<file path="src/rtl/cpu_pkg.sv">
// Shared definitions for the 16-bit pipelined CPU: widths, ALU select/op
// encodings, memory request codes and the EX/MEM boundary record.
package cpu_pkg;

    localparam int DW = 16;
    localparam int AW = 4;

    localparam logic [2:0] ALUSEL_NOP   = 3'b000;
    localparam logic [2:0] ALUSEL_LOGIC = 3'b001;
    localparam logic [2:0] ALUSEL_ARITH = 3'b011;
    localparam logic [2:0] ALUSEL_CMP   = 3'b100;
    localparam logic [2:0] ALUSEL_MOVE  = 3'b101;
    localparam logic [2:0] ALUSEL_SHIFT = 3'b110;
    localparam logic [2:0] ALUSEL_MEM   = 3'b111;

    localparam logic [2:0] ALUOP_AND   = 3'b000;
    localparam logic [2:0] ALUOP_OR    = 3'b001;
    localparam logic [2:0] ALUOP_XOR   = 3'b010;
    localparam logic [2:0] ALUOP_NOT   = 3'b011;
    localparam logic [2:0] ALUOP_MOVA  = 3'b100;

    localparam logic [2:0] ALUOP_ADD   = 3'b000;
    localparam logic [2:0] ALUOP_SUB   = 3'b001;
    localparam logic [2:0] ALUOP_NEG   = 3'b010;
    localparam logic [2:0] ALUOP_INC   = 3'b011;
    localparam logic [2:0] ALUOP_DEC   = 3'b100;

    localparam logic [2:0] ALUOP_EQ    = 3'b000;
    localparam logic [2:0] ALUOP_SLT   = 3'b001;

    localparam logic [2:0] ALUOP_MA    = 3'b000;
    localparam logic [2:0] ALUOP_MB    = 3'b001;
    localparam logic [2:0] ALUOP_SEXT  = 3'b010;

    localparam logic [2:0] ALUOP_SLL   = 3'b000;
    localparam logic [2:0] ALUOP_SRL   = 3'b001;
    localparam logic [2:0] ALUOP_SRA   = 3'b010;
    localparam logic [2:0] ALUOP_ROL   = 3'b011;

    localparam logic [2:0] ALUOP_LOAD  = 3'b000;
    localparam logic [2:0] ALUOP_STORE = 3'b001;

    localparam logic [1:0] MEMRW_NONE  = 2'b00;
    localparam logic [1:0] MEMRW_READ  = 2'b01;
    localparam logic [1:0] MEMRW_WRITE = 2'b10;

    typedef struct packed {
        logic          we;
        logic [AW-1:0] waddr;
        logic [DW-1:0] wdata;
        logic [1:0]    memrw;
        logic [DW-1:0] memaddr;
        logic [DW-1:0] memdata;
    } exe_out_t;

    // A zero shift field encodes the most common byte-swap distance.
    function automatic logic [3:0] shift_amt(input logic [3:0] b);
        return (b == 4'd0) ? 4'd8 : b;
    endfunction

endpackage

</file>
<file path="src/rtl/exe_shifter.sv">
// Combinational barrel shifter for the SHIFT class (SLL/SRL/SRA/ROL).
module exe_shifter
    import cpu_pkg::*;
(
    input  logic [DW-1:0] a_i,
    input  logic [3:0]    b_i,
    input  logic [2:0]    aluop_i,
    output logic [DW-1:0] res_o,
    output logic          valid_o
);
    logic [3:0]      amt;
    logic [2*DW-1:0] rot;

    assign amt = shift_amt(b_i);
    assign rot = {a_i, a_i} << amt;

    always_comb begin
        res_o   = '0;
        valid_o = 1'b1;
        case (aluop_i)
            ALUOP_SLL: res_o = a_i << amt;
            ALUOP_SRL: res_o = a_i >> amt;
            ALUOP_SRA: res_o = $unsigned($signed(a_i) >>> amt);
            ALUOP_ROL: res_o = rot[2*DW-1:DW];
            default:   valid_o = 1'b0;
        endcase
    end

endmodule

</file>
<file path="src/rtl/exe_stage.sv">
// Execute stage: one ALU/memory operation per cycle, registered at the
// EX/MEM boundary.
module exe_stage
    import cpu_pkg::*;
(
    input  logic          clk,
    input  logic          rst,
    input  logic [2:0]    alusel_i,
    input  logic [2:0]    aluop_i,
    input  logic [DW-1:0] reg0_i,
    input  logic [DW-1:0] reg1_i,
    input  logic [AW-1:0] waddr_i,
    input  logic          we_i,
    output logic          we_o,
    output logic [AW-1:0] waddr_o,
    output logic [DW-1:0] wdata_o,
    output logic [1:0]    memrw_o,
    output logic [DW-1:0] memaddr_o,
    output logic [DW-1:0] memdata_o,
    output logic          stallreq
);
    exe_out_t      out_d, out_q;
    logic [DW-1:0] shf_res;
    logic          shf_vld;
    logic          nop;

    exe_shifter u_shf (
        .a_i     (reg0_i),
        .b_i     (reg1_i[3:0]),
        .aluop_i (aluop_i),
        .res_o   (shf_res),
        .valid_o (shf_vld)
    );

    always_comb begin
        out_d       = '0;
        out_d.we    = we_i;
        out_d.waddr = waddr_i;
        nop         = 1'b0;
        case (alusel_i)
            ALUSEL_LOGIC: case (aluop_i)
                ALUOP_AND:  out_d.wdata = reg0_i & reg1_i;
                ALUOP_OR:   out_d.wdata = reg0_i | reg1_i;
                ALUOP_XOR:  out_d.wdata = reg0_i ^ reg1_i;
                ALUOP_NOT:  out_d.wdata = ~reg0_i;
                ALUOP_MOVA: out_d.wdata = reg0_i;
                default:    nop = 1'b1;
            endcase
            ALUSEL_ARITH: case (aluop_i)
                ALUOP_ADD: out_d.wdata = reg0_i + reg1_i;
                ALUOP_SUB: out_d.wdata = reg0_i - reg1_i;
                ALUOP_NEG: out_d.wdata = '0 - reg0_i;
                ALUOP_INC: out_d.wdata = reg0_i + 1'b1;
                ALUOP_DEC: out_d.wdata = reg0_i - 1'b1;
                default:   nop = 1'b1;
            endcase
            ALUSEL_CMP: case (aluop_i)
                ALUOP_EQ:  out_d.wdata = {{(DW-1){1'b0}}, reg0_i != reg1_i};
                ALUOP_SLT: out_d.wdata = {{(DW-1){1'b0}}, $signed(reg0_i) < $signed(reg1_i)};
                default:   nop = 1'b1;
            endcase
            ALUSEL_MOVE: case (aluop_i)
                ALUOP_MA:   out_d.wdata = reg0_i;
                ALUOP_MB:   out_d.wdata = reg1_i;
                ALUOP_SEXT: out_d.wdata = {{(DW-8){reg1_i[7]}}, reg1_i[7:0]};
                default:    nop = 1'b1;
            endcase
            ALUSEL_SHIFT: begin
                out_d.wdata = shf_res;
                nop         = ~shf_vld;
            end
            ALUSEL_MEM: case (aluop_i)
                ALUOP_LOAD: begin
                    out_d.memrw   = MEMRW_READ;
                    out_d.memaddr = reg0_i;
                end
                ALUOP_STORE: begin
                    out_d.memrw   = MEMRW_WRITE;
                    out_d.memaddr = reg0_i;
                    out_d.memdata = reg1_i;
                    out_d.we      = 1'b0;
                end
                default: nop = 1'b1;
            endcase
            default: nop = 1'b1;
        endcase
        // Anything undecodable retires as a bubble but keeps the tag.
        if (nop) begin
            out_d.we      = 1'b0;
            out_d.wdata   = '0;
            out_d.memrw   = MEMRW_NONE;
            out_d.memaddr = '0;
            out_d.memdata = '0;
        end
    end

    always_ff @(posedge clk) begin
        if (rst) out_q <= '0;
        else     out_q <= out_d;
    end

    assign we_o      = out_q.we;
    assign waddr_o   = out_q.waddr;
    assign wdata_o   = out_q.wdata;
    assign memrw_o   = out_q.memrw;
    assign memaddr_o = out_q.memaddr;
    assign memdata_o = out_q.memdata;
    assign stallreq  = 1'b0;

endmodule

</file>
<file path="config.mk">
export PLATFORM = sky130hd
export DESIGN_NAME = exe_stage
export DESIGN_NICKNAME = d
export VERILOG_FILES = /design/src/rtl/cpu_pkg.sv /design/src/rtl/exe_shifter.sv /design/src/rtl/exe_stage.sv
export SDC_FILE = /design/constraint.sdc
export NUM_CORES = 1
export LEC_CHECK = 0
export ABC_AREA = 1
export BUFFER_PORTS_ARGS = -buffer_cell sky130_fd_sc_hd__buf_2
export CAP_MARGIN = 10
export CORE_MARGIN = 1
export CORE_UTILIZATION = 45
export DETAILED_ROUTE_END_ITERATION = 12
export PLACE_DENSITY_LB_ADDON = 0.05
export SYNTH_ARGS = -nofsm -noshare
export SYNTH_HDL_FRONTEND = slang
export SYNTH_HIERARCHICAL = 1
export SYNTH_SLANG_ARGS = --single-unit
</file>
<file path="constraint.sdc">
create_clock -name clk -period 3.23 [get_ports clk]
set_input_delay 0.1615 -clock clk [delete_from_list [all_inputs] [get_ports clk]]
set_output_delay 0.1615 -clock clk [all_outputs]
set_load 0.01 [all_outputs]
</file>
==> impl_metrics.ini <==
[finish]
ff_latch_area_sq_um = 1100
multi_input_area_sq_um = 5670
stdcell_count = 1597
area_growth_pct = 11.9
fill_cells = 1803
utilization_pct = 51.3
diodes = 0
layout-drive-gt1-share_pct = 16.0
stdcell_area_sq_um = 8480
final_nets = 1488

[clocking]
cts_hold_buf = 0
cts_root_buf = clkbuf_16
post_cts_resized = 0
cts_setup_buffers = 0
cts_buffers = 5
clk_pin_slew_ps = 80
clock_path_buffers = 2
htreeDepth = 2
clkSinkCount = 55
cts_tree = built

[logic_synthesis]
yosysUniqueCellTypes = 52
synth.top_cells.by_area = nand2_1 15%, dfxtp_1 15%, nand3_1 13%
synth_common_cells = 301 x nand2_1, 194 x nand3_1, 131 x nor2_1, 124 x inv_1, 89 x o21ai_0
syn-num-nets = 1394
yosysSeqAreaShare_pct = 14.5
yosysTopAreaCell = nand2_1
synth-edff-count = 0
avgSynthCellArea_sq_um = 5.91
synth_warnings = 6
ys_seq_elements = 55
async_reset_ff_share_pct = 0
syn_area_sq_um = 7580
synthCells = 1282
synth_flop_cell = dfxtp_1
yosysMostFrequentCell = nand2_1
synth_top_area_share_pct = 14.9

[worst_hold_path]
min_path_cells = 3
hold_class = in -> reg

[placed_design]
hpwl_mm = 23.9
port_buffers = 99
gp_congestion = 0.987
dp.cells = 1589
place_area_sq_um = 8330
post-place-ws_ps = 140

[sta]
fin_setup_tns_ps = 0
finalCriticalPeriod_ps = 2830
fin_ws_ps = 404
rsz0062_at_grt = no
slew_headroom_pct = 57.7
max_freq_mhz = 354
slew_viol_final = 0
period_share_pct = 87.5
finalHoldViolCount = 0
worst_pin_slew_ps = 627
setup_viol = 0

[flow_run]
max_cap_violations = 0

[pwr]
internal_power_uw = 1340
swShare_pct = 43.4
clkPwrFrac_pct = 24.2
power.density_nw_per_um2 = 280
power_switching_uw = 1030
seqPwrFrac_pct = 29.2
irDropWorstVdd_mv = 0.254
power_frac_comb_pct = 46.6
total_leakage_power_uw = 0.00430

[global_route]
antenna_found_initial = 0
grt_max_degree = 41
grt_overflow_total = 0
grt_pass1_vias = 8153
grt_use_total_pct = 34.3
grt_pass1_wl_mm = 46.6

[floorplanning]
die_y_um = 132
initial_core_util_pct = 45.9
ios = 101
fp.dieW_um = 132
core_sq_um = 16500
die-area_sq_um = 17400
rows = 47

[routing]
drt_first_pass_iters = 6
drtIter0Drc = 1246
dr_total_vias = 9330
vias_per_cell = 5.84
drt_wl_total_mm = 30.0
wire_per_inst_um = 18.8
ant_nets = 0
route.detailed.drc = 0

[setup_path]
critPathMaxFanout = 4
start_kind = input pin
cp.arrival_ps = 3030
end_kind = register
required_ps = 3440
path_class = in -> reg

[run_status]
outcome = finished, final reports clean
-- cells in the final DEF, fill, tap and decap left out, drive strengths merged, types with 6 or more instances in the layout --
cell type    n
buf        131
a31oi        9
nor3        19
nor2       153
ha          65
xor2         7
a22oi        7
or2          8
o21ai       96
o22ai       14
nand2      313
inv        140
nand3b       6
a21oi       75
a211oi      13
nand3      203
dfxtp       55
o21bai       8
clkbuf       6
nand4       14
-- layout make-up --
class,count,area share (%)
Inverter,143,6.45
Timing Repair Buffer,131,8.68
Clock buffer,6,1.64
Multi-Input combinational cell,1040,66.8
Tap cell,220,3.25
Clock inverter,2,0.192
Sequential cell,55,13.0
-- final timing paths --
| kind | from | to | slack, ps |
|---|---|---|---|
| max | reg1_i[4] | wdata_o[15]$_SDFF_PP0_ | 400 |
| min | waddr_i[3] | waddr_o[3]$_SDFF_PP0_ | 60 |
-- through the flow --
step           total power, uW  hold WS (ps)
3_3_place_gp              1780           361
3_5_place_dp              1780           372
4_1_cts                   2350          58.2
2_1_floorplan             1430           233
5_1_grt                   2520          74.1
6_report                  2370          59.4
-- power by group through the flow --
stage                     combinational, uW  sequential (uW)  clock (uW)
final                                  1110              694         573
after global routing                   1220              695         608
after CTS                              1070              694         578
after detailed placement               1070              710           0
after global placement                 1070              710           0
after floorplan                         719              716           0
-- kinds of logic after synthesis --
kind of cell             after synthesis  share of synthesized area, %
AND/OR/NAND/NOR                      722                          43.6
buffers and inverters                187                          10.7
other                                  1                        0.0495
AO/OA/AOI/OAI                        243                          19.0
XOR/XNOR                               7                         0.809
flip-flops                            55                          14.5
adder cells (fa/ha/maj)               67                          11.3
-- worst max-delay path, cell delays in order --
cell      delay, ps
buf_2           100
nor2_1          350
nand4_1         240
nor3_1          320
nand2_1         140
o21ai_0         180
nand2_1          60
o21ai_0         170
ha_1            290
inv_1           110
o21bai_1         90
a21boi_0        220
nand2_1          80
a21oi_1         110
nand3_1          80
nand3_1         100
nand3_1          80
nand2_1          80
a21oi_2          50
-- per-layer routing --
layer  share of wire (%)  global-route usage (%)  vias to the layer above
met2                  42                    50.9                      521
met3                  10                    6.34                       34
met5                   0                       0                        -
li1                    -                       -                     4516
met4                 2.2                    9.24                        0
met1                  45                    50.4                     4259
-- state kept, by name (all words and copies together) (netlist names) --
register and cells:
we_o 1, memrw_o 2, memaddr_o 16, wdata_o 16, memdata_o 16, waddr_o 4
(Power assumes the default switching activity.)
